## config.mk

```make
export PLATFORM = sky130hd
export DESIGN_NAME = hbif_responder
export DESIGN_NICKNAME = d
export VERILOG_FILES = /design/src/rtl/hbif_pkg.sv /design/src/rtl/hbif_timer.sv /design/src/rtl/hbif_responder.sv
export SDC_FILE = /design/constraint.sdc
export NUM_CORES = 1
export LEC_CHECK = 0
export ABC_AREA = 1
export ABC_CLOCK_PERIOD_IN_PS = 3600
export BUFFER_PORTS_ARGS = -buffer_cell sky130_fd_sc_hd__buf_2
export CAP_MARGIN = 10
export CORE_UTILIZATION = 30
export CTS_BUF_LIST = sky130_fd_sc_hd__clkbuf_16
export DETAILED_ROUTE_END_ITERATION = 16
export SLEW_MARGIN = 20
export SYNTH_ARGS = -nofsm -noshare
export SYNTH_HDL_FRONTEND = slang
export SYNTH_HIERARCHICAL = 1
export SYNTH_SLANG_ARGS = --single-unit
```

## constraint.sdc

```tcl
create_clock -name clk_i -period 3.6 [get_ports clk_i]
set_input_delay 0.54 -clock clk_i [delete_from_list [all_inputs] [get_ports clk_i]]
set_output_delay 0.54 -clock clk_i [all_outputs]
set_load 0.005 [all_outputs]
```

## src/rtl/hbif_pkg.sv

```systemverilog
// Shared constants and state encoding for the host-bus-interface responder.
package hbif_pkg;

  localparam int DATA_W = 8;

  // Command bytes that open a frame
  localparam logic [DATA_W-1:0] CMD_WR = 8'h57;
  localparam logic [DATA_W-1:0] CMD_RD = 8'h52;

  // Response bytes returned to the host
  localparam logic [DATA_W-1:0] RSP_OK  = 8'h4B;
  localparam logic [DATA_W-1:0] RSP_ERR = 8'h3F;
  localparam logic [DATA_W-1:0] RSP_TMO = 8'hEE;

  typedef enum logic [2:0] {
    IDLE,
    ADDR,
    DATA,
    BUS,
    RESP
  } hbif_state_e;

endpackage

```

## src/rtl/hbif_timer.sv

```systemverilog
// Saturating cycle counter. Counts while start_i is high and flags the
// LIMIT-th counted cycle, so the owner can leave its state on that cycle.
module hbif_timer #(
  parameter int unsigned LIMIT = 255
) (
  input  logic clk_i,
  input  logic rst_i,
  input  logic start_i,
  input  logic clear_i,
  output logic expired_o
);

  localparam int CW = $clog2(LIMIT + 1);
  localparam logic [CW-1:0] MAX_C  = CW'(LIMIT);
  localparam logic [CW-1:0] LAST_C = CW'(LIMIT - 1);

  logic [CW-1:0] count_q;

  // Count elapsed cycles, holding at LIMIT instead of wrapping
  always_ff @(posedge clk_i) begin
    if (rst_i || clear_i) begin
      count_q <= '0;
    end else if (start_i && (count_q != MAX_C)) begin
      count_q <= count_q + 1'b1;
    end
  end

  assign expired_o = start_i && (count_q >= LAST_C);

endmodule

```

## src/rtl/hbif_responder.sv

```systemverilog
// Target end of the host byte protocol: decodes 'W'/'R' frames from the UART
// receiver, runs one register-bus transaction and returns a one-byte response.
module hbif_responder
  import hbif_pkg::*;
#(
  parameter int unsigned FRAME_TIMEOUT = 275000,
  parameter int unsigned BUS_TIMEOUT   = 255
) (
  input  logic              clk_i,
  input  logic              rst_i,
  input  logic              en_i,
  input  logic              rx_valid_i,
  input  logic [DATA_W-1:0] rx_data_i,
  input  logic              tx_ready_i,
  output logic              tx_valid_o,
  output logic [DATA_W-1:0] tx_data_o,
  output logic              bus_req_o,
  output logic              bus_we_o,
  output logic [DATA_W-1:0] bus_addr_o,
  output logic [DATA_W-1:0] bus_wdata_o,
  input  logic [DATA_W-1:0] bus_rdata_i,
  input  logic              bus_ack_i,
  output logic              busy_o,
  output logic              overrun_o
);

  hbif_state_e       state_q, state_d;
  logic              we_q, we_d;
  logic [DATA_W-1:0] addr_q, addr_d;
  logic [DATA_W-1:0] wdata_q, wdata_d;
  logic [DATA_W-1:0] rsp_q, rsp_d;
  logic              ovr_q, ovr_d;
  logic              in_frame, in_bus;
  logic              frame_exp, bus_exp;

  assign in_frame = (state_q == ADDR) || (state_q == DATA);
  assign in_bus   = (state_q == BUS);

  // Inter-byte timer: reloads on every byte taken mid-frame, idle elsewhere
  hbif_timer #(.LIMIT(FRAME_TIMEOUT)) u_frame_timer (
    .clk_i     (clk_i),
    .rst_i     (rst_i),
    .start_i   (in_frame),
    .clear_i   (!in_frame || rx_valid_i),
    .expired_o (frame_exp)
  );

  // Bus watchdog: counts request cycles without an acknowledge
  hbif_timer #(.LIMIT(BUS_TIMEOUT)) u_bus_timer (
    .clk_i     (clk_i),
    .rst_i     (rst_i),
    .start_i   (in_bus),
    .clear_i   (!in_bus),
    .expired_o (bus_exp)
  );

  // State and frame-field registers; reset clears every visible output
  always_ff @(posedge clk_i) begin
    if (rst_i) begin
      state_q <= IDLE;
      we_q    <= 1'b0;
      addr_q  <= '0;
      wdata_q <= '0;
      rsp_q   <= '0;
      ovr_q   <= 1'b0;
    end else begin
      state_q <= state_d;
      we_q    <= we_d;
      addr_q  <= addr_d;
      wdata_q <= wdata_d;
      rsp_q   <= rsp_d;
      ovr_q   <= ovr_d;
    end
  end

  // Frame decode and transaction sequencing; ack beats a same-cycle timeout
  always_comb begin
    state_d = state_q;
    we_d    = we_q;
    addr_d  = addr_q;
    wdata_d = wdata_q;
    rsp_d   = rsp_q;
    ovr_d   = 1'b0;
    case (state_q)
      IDLE: begin
        if (rx_valid_i && en_i) begin
          if ((rx_data_i == CMD_WR) || (rx_data_i == CMD_RD)) begin
            we_d    = (rx_data_i == CMD_WR);
            state_d = ADDR;
          end else begin
            rsp_d   = RSP_ERR;
            state_d = RESP;
          end
        end
      end
      ADDR: begin
        if (rx_valid_i) begin
          addr_d  = rx_data_i;
          state_d = we_q ? DATA : BUS;
        end else if (frame_exp) begin
          state_d = IDLE;
        end
      end
      DATA: begin
        if (rx_valid_i) begin
          wdata_d = rx_data_i;
          state_d = BUS;
        end else if (frame_exp) begin
          state_d = IDLE;
        end
      end
      BUS: begin
        ovr_d = rx_valid_i;
        if (bus_ack_i) begin
          rsp_d   = we_q ? RSP_OK : bus_rdata_i;
          state_d = RESP;
        end else if (bus_exp) begin
          rsp_d   = RSP_TMO;
          state_d = RESP;
        end
      end
      RESP: begin
        ovr_d = rx_valid_i;
        if (tx_ready_i) begin
          state_d = IDLE;
        end
      end
      default: state_d = IDLE;
    endcase
  end

  assign tx_valid_o  = (state_q == RESP);
  assign tx_data_o   = rsp_q;
  assign bus_req_o   = in_bus;
  assign bus_we_o    = we_q;
  assign bus_addr_o  = addr_q;
  assign bus_wdata_o = wdata_q;
  assign busy_o      = (state_q != IDLE);
  assign overrun_o   = ovr_q;

endmodule

```

* Yosys cells after proc, flatten, opt, wreduce, memory -nomap -nowiden
Cells that the tools add are included.
** Word-level totals
- Register bits :: 56
- Bits of input ports :: 22
- Logic and storage cells :: 63
** Operators by class
- Add/subtract/negate cells :: 2
- $lt $le $gt $ge :: 2
- Equal/unequal tests :: 12
- Multiplexer cells :: 16
- Bitwise logic cells :: 1
- Reduce and logical (&&, ||, !) cells :: 22
** Operator list (count)
- 8-bit two-way mux :: 5
- 3-bit two-way mux :: 8
- 19-bit by 1-bit adder with 19-bit output, second input constant :: 1
- 19-bit greater-or-equal comparator, second input constant :: 1
- 19-bit inequality test, second input constant :: 1
- 8-bit by 7-bit == test with 1-bit output, second input constant :: 2
- 8-bit one-hot mux with 2 select lines :: 1
- 3-bit one-hot mux with 5 select lines :: 1
- 8-bit by 1-bit adder with 8-bit output, second input constant :: 1
- 8-bit greater-or-equal comparator, second input constant :: 1
- 8-bit inequality test, second input constant :: 1
- 3-bit by 2-bit == test with 1-bit output, second input constant :: 2
- 2-bit inequality test, second input constant :: 3
- 3-bit AND reduction :: 2
- 1-bit logical AND :: 5
- 1-bit logical OR :: 5
- 2-bit AND reduction :: 2
- 4-bit AND reduction :: 1
- 2-bit OR reduction :: 2
- 3-bit by 1-bit == test with 1-bit output, second input constant :: 1
- 3-bit == test, second input constant :: 1
- 3-bit logical NOT :: 1
- 3-bit by 2-bit inequality test with 1-bit output, second input constant :: 1
- 3-bit nonzero test :: 1
- other kinds (4) :: 5

* Logic depth before layout (Yosys ltp)
- Depth after elaboration :: 6
- Gate-level depth with buffers :: 15

* Modules after synthesis
Netlist, hierarchy kept.
** Modules (own cells, without submodules)
- hbif_timer (u_frame_timer) :: instances 1, cells each 212, area each 1351.3 µm²
- hbif_responder :: instances 1, cells each 187, area each 1311.3 µm²
- hbif_timer (u_bus_timer) :: instances 1, cells each 71, area each 462.9 µm²

* Worst setup path before layout
OpenSTA, ideal clock, no wires.
- Path type :: register to register
- Start :: register state_q[2]
- End :: register state_q[0]
- Library setup time :: 116 ps
- Arrival time :: 1674 ps
- Required time :: 3484 ps
- Slack :: 1809 ps
- Stages on the path, launching flop included :: 15
- Path buffers :: 2
- Period minus slack after synthesis :: 1791 ps
- Path through :: dfxtp_1 -> nor2_1 -> nand2_1 -> nand2_1 -> buf_2 -> buf_1 -> nand2_1 -> inv_1 -> nand2_1 -> nand3_1 -> nor2_1 -> nor2_1 -> nand2_1 -> nand2_1 -> a21oi_1
** Between the ends
- Longest elaborated chain between the ends :: 6
- Elaborated cells on any way between the ends :: 16
- Those cells by class :: eq/ne (7); mux (4); reduce/logical (5)
** RTL lines
- from (decl) :: line hbif_responder.sv:27 : hbif_state_e state_q, state_d;
- from (signal assigned) :: line hbif_responder.sv:67 : state_q <= state_d;
- 3-bit by 1-bit == test with 1-bit output / 3-bit by 2-bit == test with 1-bit output (equally long branches) :: line hbif_responder.sv:36 : assign in_frame = (state_q == ADDR) || (state_q == DATA);
- 1-bit logical OR (*) :: line hbif_responder.sv:36
- via in_frame :: line hbif_responder.sv:33 : logic in_frame, in_bus;
- 1-bit logical AND (*) :: line hbif_timer.sv:28 : assign expired_o = start_i && (count_q >= LAST_C);
- via frame_exp :: line hbif_responder.sv:34 : logic frame_exp, bus_exp;
- 3-bit two-way mux (*)
- 3-bit two-way mux (on tied branches)
- 3-bit one-hot mux with 5 select lines (*) :: line hbif_responder.sv:84 : case (state_q)
The timed path passes the listed nets; every way through them passes the cells marked *.
A chain may end at the register's enable or synchronous reset.

* Worst setup path after layout
- Start :: register state_q[2]
- End :: register u_frame_timer.count_q[15]
** Between the ends
- Longest elaborated chain between the ends :: 5
- Elaborated cells on any way between the ends :: 7
- Those cells by class :: eq/ne (2); reduce/logical (5)
** RTL lines
- 3-bit by 1-bit == test with 1-bit output / 3-bit by 2-bit == test with 1-bit output (equally long branches) :: line hbif_responder.sv:36
- 1-bit logical OR (*) :: line hbif_responder.sv:36
- via in_frame :: line hbif_responder.sv:33
- 1-bit logical NOT :: line hbif_responder.sv:44 : .clear_i (!in_frame || rx_valid_i),
- 1-bit logical OR :: line hbif_responder.sv:44
- 1-bit logical OR :: line hbif_timer.sv:21 : if (rst_i || clear_i) begin
- to (signal assigned) :: line hbif_timer.sv:24 : count_q <= count_q + 1'b1;
- to (decl) :: line hbif_timer.sv:17 : logic [CW-1:0] count_q;
Marks and branches as above.

==> results.txt <==
The flow ran to the end, and the final reports show no timing, DRC or antenna violations. In this run the remaining antenna-violating nets after routing total 0. Row generation in the floorplan step produced 36 rows. At the pin with the least slew margin, the transition time is 0.653 ns.

Using the TritonRoute via totals, the vias-per-cell ratio works out to 4.56. In the synthesized netlist, the cells that appear most often are sky130_fd_sc_hd__nand2_1, sky130_fd_sc_hd__nor2_1, sky130_fd_sc_hd__dfxtp_1, sky130_fd_sc_hd__inv_1, sky130_fd_sc_hd__nand3_1. TritonCTS built the clock tree. The placed standard-cell area came out at 0.00348 mm². The tools report the number of warning messages in the yosys log as 6. Headroom to the max-slew limit came out at 56.3%. The achievable frequency came out at 448 MHz. The logs give 0 for the number of buffers inserted by post-CTS setup repair and 652 for the number of non-filler instances in the completed layout.

Setup repair after global routing left no endpoint under its margin. In this run, placement finished with an instance count of 644. Clock tree synthesis inserted a total of 5 buffers. In this design, the stage delay of the slowest critical-path cell is 0.49 ns. For this configuration, the core starts out at a cell density of 31.4%. The DRC violation count after routing was 0; the clock insertion delay at the later pin of the skew report was 0.29 ns. The number of hold buffers added after CTS is 0. The root buffer cell chosen for the clock tree is sky130_fd_sc_hd__clkbuf_16. The run gives 160 µV as the worst ir drop on vdd.

For this block, the via count after detailed routing is 2,974. In this design, the critical path's most frequently occurring cell is sky130_fd_sc_hd__nand2_1. The run gives 36.5% as the share of the core filled with cells.

The first routing iteration left 131 violations. Relative to the synthesized area, the layout overhead comes to 16.2%. Timing analysis after detailed placement gives a worst setup slack of 1.40 ns.

The number of placed I/O pins is 51. For this design the static power due to leakage is 0.00152 µW. The final layout contains 544 nets. Once the clock tree was built, the resizer swapped 0 gates to a different size.

The number of different library cells used by synthesis comes to 37. Counting flops and latches in the post-synthesis netlist gives 56. Summed over all layers, the global routing overflow is 0. Final number of hold-violating endpoints: 0. The cell with the largest stage delay on the worst path was sky130_fd_sc_hd__nand2_1.

The worst setup path is launched from a flip-flop. The synthesized design contains 0 enable-type register cells. Walking the worst path, the cells encountered are nor2_1 > nand2_1 > nand2_1 > nand2_1 > nor2_1 > inv_1 > a21oi_1.

The weighted congestion at the end of routability-driven global placement was 0.822; the proportion of power drawn by combinational gates was 7.0%. The largest total area in the synthesized netlist belongs to sky130_fd_sc_hd__dfxtp_1. The clock-pin transition on the worst setup and hold timing paths is 0.07 ns, and the setup TNS is 0 ns. After synthesis, the cell types taking the most area are sky130_fd_sc_hd__dfxtp_1, sky130_fd_sc_hd__nand2_1, sky130_fd_sc_hd__nor2_1. The critical path in this run is classified as flip-flop to flip-flop. The number of antenna diodes in the final layout is 0. The share of total power in the clock network came out at 40.9%. Of the synthesized area, sequential elements account for 35.9%. The clock net in this run drives a total of 56 sinks. Dividing the synthesized area by the synthesized cell count gives 6.65 µm². Detailed placement finished with a half-perimeter wire length of 5510 µm. In the final layout, flip-flops and latches occupy 0.00112 mm². The proportion of register bits with asynchronous set or reset after synthesis is 0%, and the number of fillers in the final layout is 1,067.

The worst path meets setup with 1.37 ns of slack. Across the routed clock network, the largest skew measured is 0.00948 ns. In this run the worst path has a maximum fanout of 19. The max-slew violation total from the final report was 0; the maximum buffer depth of the clock tree was 2. Max-capacitance violation count: 0. The critical path data arrival time was 2.45 ns; the post-synth net total was 496. Dominant cell by count in the synthesized netlist: sky130_fd_sc_hd__nand2_1.

Area taken by multi-input logic gates: 0.00173 mm². The tightest min-delay check is of the flip-flop to flip-flop type. For this design the ratio of total power to cell area is 337 mW/mm². The via count of the first global-routing pass is 2,810.

The first global-routing pass estimated 12,600 µm of wire. The final routed wirelength across all metal layers was 7100 µm. STA classifies the critical path endpoint as a flip-flop.

The synthesized netlist occupies a cell area of 0.00313 mm². Global routing used 13.8% of the available tracks across all layers. The count of TritonRoute iterations in the first routing pass is 5.

Measured along the y axis, the die boundary spans 104 µm. The die covers 0.0108 mm². The final critical path takes up 62.0% of the cycle.

The total setup violations reported at the end of the flow was 0. The logs give 929 µW for the internal portion of total power and 2 for the H-tree depth reported by CTS. The share of cells above drive strength 1 works out to 18.5%. The die is 104 µm wide.

Summed over all nets, the switching power comes to 294 µW. Summed over its instances, the top area cell type makes up 35.9% of the synthesized netlist area. Data on the critical path is required at its endpoint by 3.82 ns.

Registers are responsible for 52.1% of the overall power. The time the final worst path needs with I/O delays and setup is 2.23 ns. The logs give 0.00995 mm² for the area inside the core boundary and 0 for the number of antenna violations at the first check in global routing. The cell count after synthesis came out at 470. The area of all placed cells without fillers came out at 0.00363 mm². Dividing the detail-routed wire length by the instance count gives 10.9 µm.

The commonest register cell after synthesis is sky130_fd_sc_hd__dfxtp_1. In this run the tool buffered the top-level ports with 50 buffer cells. The share of total power consumed by net switching was 24.1%. Entering global routing, the biggest net connects 24 pins.
-- final timing paths --
path                      from                        end  slack [ns]  cells past startpoint
setup / recovery    state_q[2]  u_frame_timer/count_q[15]        1.37                      7
hold / removal    tx_data_o[2]               tx_data_o[2]        0.45                      2
setup reg to reg    state_q[2]  u_frame_timer/count_q[15]        1.37                      7
hold reg to reg   tx_data_o[2]               tx_data_o[2]        0.45                      2
-- through the flow --
step	total power (µW)	hold WS (ns)
after floorplan	700	0.442
after global placement	737	0.435
after detailed placement	738	0.438
after CTS	1240	0.451
after global routing	1270	0.474
final	1220	0.453
-- kinds of logic after synthesis --
kind of cell	count (synthesis)	share of synthesized area, %
AOI/OAI and AO/OA	58	10.4
xor gates and xnor gates	11	3.08
adders and majority gates	4	1.60
buffers and inverters	67	8.93
DFF	56	35.9
and+or+nand+nor	274	40.1
-- placed cells by master, fill, tap and decap left out, types with 4 or more instances in the layout --
cell	n
sky130_fd_sc_hd__nand3_1	30
sky130_fd_sc_hd__a21oi_1	21
sky130_fd_sc_hd__xnor2_1	4
sky130_fd_sc_hd__xor2_1	7
sky130_fd_sc_hd__dfxtp_1	56
sky130_fd_sc_hd__a21oi_2	7
sky130_fd_sc_hd__inv_1	52
sky130_fd_sc_hd__ha_1	4
sky130_fd_sc_hd__nand2_1	109
sky130_fd_sc_hd__nor2_4	4
sky130_fd_sc_hd__nor2_1	94
sky130_fd_sc_hd__nand4_1	10
sky130_fd_sc_hd__nand2_2	9
sky130_fd_sc_hd__inv_2	5
sky130_fd_sc_hd__o21ai_0	25
sky130_fd_sc_hd__nor2_2	5
sky130_fd_sc_hd__clkbuf_16	5
sky130_fd_sc_hd__buf_2	50
-- routing by layer --
metal	routed length, µm	global-route usage (%)	share of wire, %
met5	0	0	0
met4	76	4.08	1.1
met3	293	2.69	4.1
met2	3250	23.7	46
met1	3470	17.5	49
-- power groups by stage --
stage	registers, µW	logic, µW	clock network [µW]
2_1_floorplan	652	47.5	0
3_3_place_gp	652	85.3	0
3_5_place_dp	652	86.1	0
4_1_cts	637	86.4	514
5_1_grt	638	98.1	533
6_report	637	85.0	501
-- worst max-delay path, delay by kind of cell, from the launching register on --
family,cells,cell delay [ns]
AOI/OAI and AO/OA,1,0.21
DFF,1,0.36
and+or+nand+nor,5,1.23
buffers and inverters,1,0.36
-- final cells by class --
cell class | instances | area share, %
clock buffers | 5 | 3.44
clock inverters | 3 | 0.723
inverters | 58 | 5.99
multi-input cells | 347 | 47.5
flip-flops and latches | 56 | 30.9
well taps | 133 | 4.58
repair buffers | 50 | 6.89
-- registers in the layout (all words and copies together), names as in the netlist --
signal                 count
bus_we_o                   1
bus_wdata_o                8
overrun_o                  1
bus_addr_o                 8
u_bus_timer/count_q        8
u_frame_timer/count_q     19
state_q                    3
tx_data_o                  8
(Power assumes the default switching activity.)
